==> src/rtl/mem_block_responder.sv <==
// mem_block_responder
// Memory-side responder for the comm buffer's external request channel.
// Accepts single-word or aligned block requests and services them against a
// synchronous single-port SRAM with one cycle of read latency. All outputs
// are registered; reset aborts any transfer in progress.

module mem_block_responder #(
   parameter int BLOCK_WORDS = 4,
   parameter int ADDR_W      = 14
) (
   input  logic              clock_i,
   input  logic              reset_i,
   input  logic              mem_req_i,
   input  logic              mem_reqBlock_i,
   input  logic              mem_rw_i,
   input  logic              mem_clear_i,
   input  logic [23:0]       mem_add_i,
   input  logic [31:0]       mem_data_i,
   output logic              mem_ready_o,
   output logic              mem_valid_o,
   output logic              mem_done_o,
   output logic [31:0]       mem_data_o,
   output logic              err_o,
   output logic              sram_en_o,
   output logic              sram_we_o,
   output logic [ADDR_W-1:0] sram_add_o,
   output logic [31:0]       sram_data_o,
   input  logic [31:0]       sram_data_i
);

   localparam int OFF_W = $clog2(BLOCK_WORDS);
   localparam int CNT_W = OFF_W + 1;
   localparam logic [ADDR_W-1:0] ALIGN_MASK  = ~(ADDR_W'(BLOCK_WORDS - 1));
   localparam logic [CNT_W-1:0]  BLOCK_BEATS = CNT_W'(BLOCK_WORDS);
   localparam logic [CNT_W-1:0]  CNT_ONE     = CNT_W'(1);

   typedef enum logic [1:0] {
      IDLE,
      RD,
      WR,
      DONE
   } stateT;

   stateT             state,     stateN;
   logic              readyQ,    readyN;
   logic              validQ,    validN;
   logic              doneQ,     doneN;
   logic [31:0]       dataOutQ,  dataOutN;
   logic              errQ,      errN;
   logic              sramEnQ,   sramEnN;
   logic              sramWeQ,   sramWeN;
   logic [ADDR_W-1:0] sramAddQ,  sramAddN;
   logic [31:0]       sramDataQ, sramDataN;
   logic [ADDR_W-1:0] baseQ,     baseN;
   logic [CNT_W-1:0]  numQ,      numN;
   logic [CNT_W-1:0]  issueQ,    issueN;
   logic [CNT_W-1:0]  beatQ,     beatN;
   logic              rdPendQ,   rdPendN;

   logic [23:0]       upperBits;
   logic [ADDR_W-1:0] acceptBase;

   // Bits above the SRAM range are dropped (the SRAM aliases) but flag an error;
   // block requests are forced onto an aligned burst boundary.
   assign upperBits  = mem_add_i >> ADDR_W;
   assign acceptBase = mem_reqBlock_i ? (mem_add_i[ADDR_W-1:0] & ALIGN_MASK)
                                      : mem_add_i[ADDR_W-1:0];

   // State register and all registered outputs; reset drops the SRAM strobes
   // immediately so an aborted write burst stops mid-flight.
   always_ff @(posedge clock_i or negedge reset_i) begin
      if (!reset_i) begin
         state     <= IDLE;
         readyQ    <= 1'b0;
         validQ    <= 1'b0;
         doneQ     <= 1'b0;
         dataOutQ  <= '0;
         errQ      <= 1'b0;
         sramEnQ   <= 1'b0;
         sramWeQ   <= 1'b0;
         sramAddQ  <= '0;
         sramDataQ <= '0;
         baseQ     <= '0;
         numQ      <= '0;
         issueQ    <= '0;
         beatQ     <= '0;
         rdPendQ   <= 1'b0;
      end else begin
         state     <= stateN;
         readyQ    <= readyN;
         validQ    <= validN;
         doneQ     <= doneN;
         dataOutQ  <= dataOutN;
         errQ      <= errN;
         sramEnQ   <= sramEnN;
         sramWeQ   <= sramWeN;
         sramAddQ  <= sramAddN;
         sramDataQ <= sramDataN;
         baseQ     <= baseN;
         numQ      <= numN;
         issueQ    <= issueN;
         beatQ     <= beatN;
         rdPendQ   <= rdPendN;
      end
   end

   // Next-state and next-output logic. A read returns one cycle after the SRAM
   // samples the address, so rdPend marks the cycle in which sram_data_i holds
   // a word that must be registered onto mem_data_o.
   always_comb begin
      stateN    = state;
      readyN    = readyQ;
      validN    = 1'b0;
      doneN     = doneQ;
      dataOutN  = dataOutQ;
      errN      = errQ;
      sramEnN   = 1'b0;
      sramWeN   = 1'b0;
      sramAddN  = sramAddQ;
      sramDataN = sramDataQ;
      baseN     = baseQ;
      numN      = numQ;
      issueN    = issueQ;
      beatN     = beatQ;
      rdPendN   = sramEnQ & ~sramWeQ;

      case (state)
         IDLE: begin
            readyN = 1'b1;
            doneN  = 1'b0;
            if (mem_req_i) begin
               readyN = 1'b0;
               baseN  = acceptBase;
               numN   = mem_reqBlock_i ? BLOCK_BEATS : CNT_ONE;
               beatN  = '0;
               issueN = '0;
               if (|upperBits) begin
                  errN = 1'b1;
               end
               if (mem_rw_i) begin
                  stateN = WR;
                  validN = 1'b1;
               end else begin
                  stateN   = RD;
                  sramEnN  = 1'b1;
                  sramAddN = acceptBase;
                  issueN   = CNT_ONE;
               end
            end
         end

         RD: begin
            if (issueQ < numQ) begin
               sramEnN  = 1'b1;
               sramAddN = baseQ + ADDR_W'(issueQ);
               issueN   = issueQ + CNT_ONE;
            end
            if (rdPendQ) begin
               dataOutN = sram_data_i;
               validN   = 1'b1;
               beatN    = beatQ + CNT_ONE;
            end else if (beatQ == numQ) begin
               stateN = DONE;
               doneN  = 1'b1;
            end
         end

         WR: begin
            validN    = 1'b1;
            sramEnN   = 1'b1;
            sramWeN   = 1'b1;
            sramAddN  = baseQ + ADDR_W'(beatQ);
            sramDataN = mem_data_i;
            beatN     = beatQ + CNT_ONE;
            if (beatQ == numQ - CNT_ONE) begin
               validN = 1'b0;
               stateN = DONE;
               doneN  = 1'b1;
            end
         end

         DONE: begin
            if (mem_clear_i) begin
               stateN = IDLE;
               doneN  = 1'b0;
               readyN = 1'b1;
            end
         end

         default: begin
            stateN = IDLE;
         end
      endcase
   end

   assign mem_ready_o = readyQ;
   assign mem_valid_o = validQ;
   assign mem_done_o  = doneQ;
   assign mem_data_o  = dataOutQ;
   assign err_o       = errQ;
   assign sram_en_o   = sramEnQ;
   assign sram_we_o   = sramWeQ;
   assign sram_add_o  = sramAddQ;
   assign sram_data_o = sramDataQ;

endmodule

==> config.mk <==
export PLATFORM = sky130hd
export DESIGN_NAME = mem_block_responder
export DESIGN_NICKNAME = d
export VERILOG_FILES = /design/src/rtl/mem_block_responder.sv
export SDC_FILE = /design/constraint.sdc
export NUM_CORES = 1
export LEC_CHECK = 0
export ABC_AREA = 1
export CELL_PAD_IN_SITES_DETAIL_PLACEMENT = 1
export CELL_PAD_IN_SITES_GLOBAL_PLACEMENT = 2
export CORE_AREA = 2 2 143 145
export CTS_BUF_LIST = sky130_fd_sc_hd__clkbuf_2 sky130_fd_sc_hd__clkbuf_4 sky130_fd_sc_hd__clkbuf_8
export DETAILED_ROUTE_END_ITERATION = 7
export DIE_AREA = 0 0 145 147
export GPL_ROUTABILITY_DRIVEN = 1
export HOLD_SLACK_MARGIN = 0.03
export PLACE_DENSITY_LB_ADDON = 0.2
export RECOVER_POWER = 100
export SLEW_MARGIN = 10
export SYNTH_ARGS = -nofsm -noshare
export SYNTH_HDL_FRONTEND = slang
export SYNTH_SLANG_ARGS = --single-unit
==> constraint.sdc <==
create_clock -name clock_i -period 3.2 [get_ports clock_i]
set_input_delay 0.64 -clock clock_i [delete_from_list [all_inputs] [get_ports clock_i]]
set_output_delay 0.64 -clock clock_i [all_outputs]
set_load 0.005 [all_outputs]
==> results.txt <==
Status: completed
Routed Antenna Nets: 0
Die width: 145 µm
Hold Vio Cnt, Final: 0
Height of the die: 147 µm
HP Start: sram_we_o$_DFF_PN0_
Synthesized net count: 735
Max Cap Viol: 0
Comb pwr share: 49.9%
Fillcell total: 2,341
Max Slew Vio Count: 0
Hold Buf Count CTS: 0
Min Tclk post-route: 2.65 ns
Crit path capture type: register
Dpl cells: 1,063
Simple-Gate Fraction of Synth Area: 30.5%
Reg clk slew, reported paths: 0.11 ns
Die footprint: 21,300 µm²
Synth warn: 0
Worst Tran Pin Value: 1.39 ns
Mapped Avg Cell Area: 8.02 µm²
Worst reg2reg setup slack: 0.55 ns
Post-CTS Setup Bufs: 0
Finished Core Util: 36.6%
Post-CTS Resized: 0
Layout cells sized above 1: 3.97%
Post-DR wirelength/cell: 14.9 µm
Number of cell rows: 52
Clock sink count: 109
Internal power: 0.00394 W
Non-filler instance count after layout: 1,077
Clk_skew: 0.0134 ns
Clock Latency Late Sink: 0.39 ns
Total CTS buffers: 9
Antenna violations before repair: 0
Synth Area in Adders: 2.87%
TNS Setup: 0 ns
Pre-antenna DRT Iters: 4
Drt via density: 4.35
RSZ-0062 raised after global routing: false
Grt ovf: 0
H-Tree Depth: 3
DRC Markers: 0
Core Box Area: 19,800 µm²
Placer Congestion: 0.770
Seq pwr share: 36.9%
Final wirelength: 16,000 µm
Xor/xnor share of the synthesized area: 0.347%
Max-Slew Margin vs Limit: 7.47%
Vias in the first global route: 5,270
Lkg Pwr: 3.56 nW
Synth Cell Area: 5050 µm²
Worst Path Arrival: 2.98 ns
Final setup fails: 0
Req. time, crit path: 3.52 ns
Cell Pwr Density: 927 nW/µm²
Synth Register Bits: 109
Clock power frac: 13.1%
CTS tree: built
Largest net degree at the start of global routing: 53
Multi-input logic area: 2000 µm²
GRT Total Usage: 15.6%
Crit share post-route: 83.0%
Endpoint, Worst Hold: rdPendQ$_DFF_PN0_
Synth Instances: 630
Nets: 909
Placed wire-length estimate: 11,800 µm
Via count: 4,682
Crit Path Max Fanout: 34
Port Buffers: 177
Switch share: 41.5%
Worst Hold Class: register to register
Yosys top cell area share: 54.0%
Complex-gate fraction of the synthesized area: 6.47%
Startpoint types: register
First-pass GRT wire length: 26,800 µm
ANT cells: 0
Area contributors post-synth: dfrtp_1 (54%), nand2_1 (23%), inv_1 (3.3%)
Post-synthesis sequential area ratio: 54.0%
CTS root buffer: clkbuf_8
FF-to-FF End: mem_data_o[5]$_DFFE_PN0P_
Initial Utilization: 25.5%
NetSw: 0.00279 W
Starting DRT DRC Count: 115
Hold Path Depth: 1
Type of the worst setup path: register to register
P&R area growth vs syn: 43.7%
# IOs: 178
Distinct cells, synth: 32
Register area: 2730 µm²
R2r startpoint: state[1]$_DFFE_PN0P_
Worst R2R Path Depth: 7
Post-synth top area cell: dfrtp_1
Mux cell area share after synthesis: 0%
Maximum vdd drop: 0.314 mV
Worst hold margin: 0.437 ns
Max Clk Rate: 377 MHz
CTS max path bufs: 2
Largest family of logic cells by synthesized area: simple AND/OR/NAND/NOR gates
-- layout make-up --
type                            instances  share of cell area (%)
Sequential cell                       109                    37.6
Multi-Input combinational cell        450                    27.6
Timing Repair Buffer                  185                    25.0
Tap cell                              270                    4.65
Inverter                               49                    2.53
Clock buffer                           11                    2.09
Clock inverter                          3                   0.638
-- per-layer routing --
layer / global-route usage [%] / part of all wire, %
met1: 17.4 / 41
met2: 28.6 / 52
met3: 5.25 / 6.2
met4: 3.91 / 1.1
met5: 0 / 0
-- state kept, by name, summed over array words and instances, names as in the netlist --
| name | cells |
|---|---|
| mem_done_o | 1 |
| baseQ | 14 |
| sram_we_o | 1 |
| numQ | 2 |
| err_o | 1 |
| beatQ | 3 |
| state | 2 |
| sram_add_o | 14 |
| rdPendQ | 1 |
| issueQ | 3 |
| mem_valid_o | 1 |
| sram_data_o | 32 |
| mem_data_o | 32 |
| mem_ready_o | 1 |
| sram_en_o | 1 |
-- layout by cell type (no fill, tap or decap), types with 2 or more instances in the layout --
master           Yosys  layout
nand2_1            307     312
dfrtp_1            109     109
clkdlybuf4s50_1      0      92
dlygate4sd3_1        0      84
inv_1               45      47
o21ai_0             32      33
nor2_1              25      27
nand3_1             26      26
a21oi_1             12      12
clkbuf_8             0      11
ha_1                10      10
nand4_1              5       5
a21oi_2              5       5
buf_4                1       4
o211ai_1             3       3
clkbuf_1            11       3
nand3_2              2       2
nand2_2              5       2
nand3b_1             2       2
nor4_1               2       2
clkbuf_2             0       2
-- worst max-delay path: stages, from the launching register on --
cell and delay, ns:
dfrtp_1 0.43, inv_1 0.10, ha_1 0.43, nand2_1 0.81, inv_2 0.23, buf_4 0.36, nand2_1 0.10, nand2_1 0.09
-- power groups by stage --
stage	Clock [W]	Sequential, W	Combinational (W)
floorplan	0	0.00250	0.00186
global placement	0	0.00252	0.00356
detailed placement	0	0.00254	0.00368
CTS	0.000937	0.00253	0.00370
global route	0.000992	0.00260	0.00384
finish	0.000885	0.00249	0.00336
-- through the flow --
step / total power [W] / setup WS (ns) / cell area [µm²]
global route: 0.00743 / 0.208 / 7260
CTS: 0.00717 / 0.631 / 7300
global placement: 0.00608 / 0.737 / 7110
detailed placement: 0.00623 / 0.663 / 7110
finish: 0.00673 / 0.545 / 7260
floorplan: 0.00436 / 0.770 / 5050
-- how the worst max path moves through the flow --
| stage | startpoint | end | cells after the start |
|---|---|---|---|
| floorplan | state[0]$_DFFE_PN0P_ | sram_add_o[10]$_DFFE_PN0P_ | 18 |
| finish | state[1]$_DFFE_PN0P_ | mem_data_o[5]$_DFFE_PN0P_ | 7 |
| global placement | state[0]$_DFFE_PN0P_ | sram_add_o[10]$_DFFE_PN0P_ | 16 |
| CTS | state[0]$_DFFE_PN0P_ | sram_add_o[10]$_DFFE_PN0P_ | 16 |
| global route | state[1]$_DFFE_PN0P_ | mem_data_o[9]$_DFFE_PN0P_ | 7 |
| detailed placement | state[0]$_DFFE_PN0P_ | sram_add_o[10]$_DFFE_PN0P_ | 16 |
-- kinds of logic after synthesis --
group / after synthesis
simple gates: 380
fa+ha+maj: 11
flops: 109
buf+inv: 71
compound gates: 57
xor+xnor: 2
-- Yosys cell counts (all sizes together) --
| cell type | number |
|---|---|
| xnor2 | 1 |
| buf | 11 |
| o211ai | 3 |
| a21oi | 17 |
| nand3 | 28 |
| o21ai | 33 |
| inv | 49 |
| ha | 10 |
| nor2 | 28 |
| a21o | 1 |
| dfrtp | 109 |
| or2 | 1 |
| fa | 1 |
| nor4 | 2 |
| nand4 | 5 |
| xor2 | 1 |
| o21a | 1 |
| nand3b | 2 |
| nand2 | 314 |
| clkbuf | 11 |
| o31ai | 2 |
Note: power is estimated with default switching activity, not from simulation.
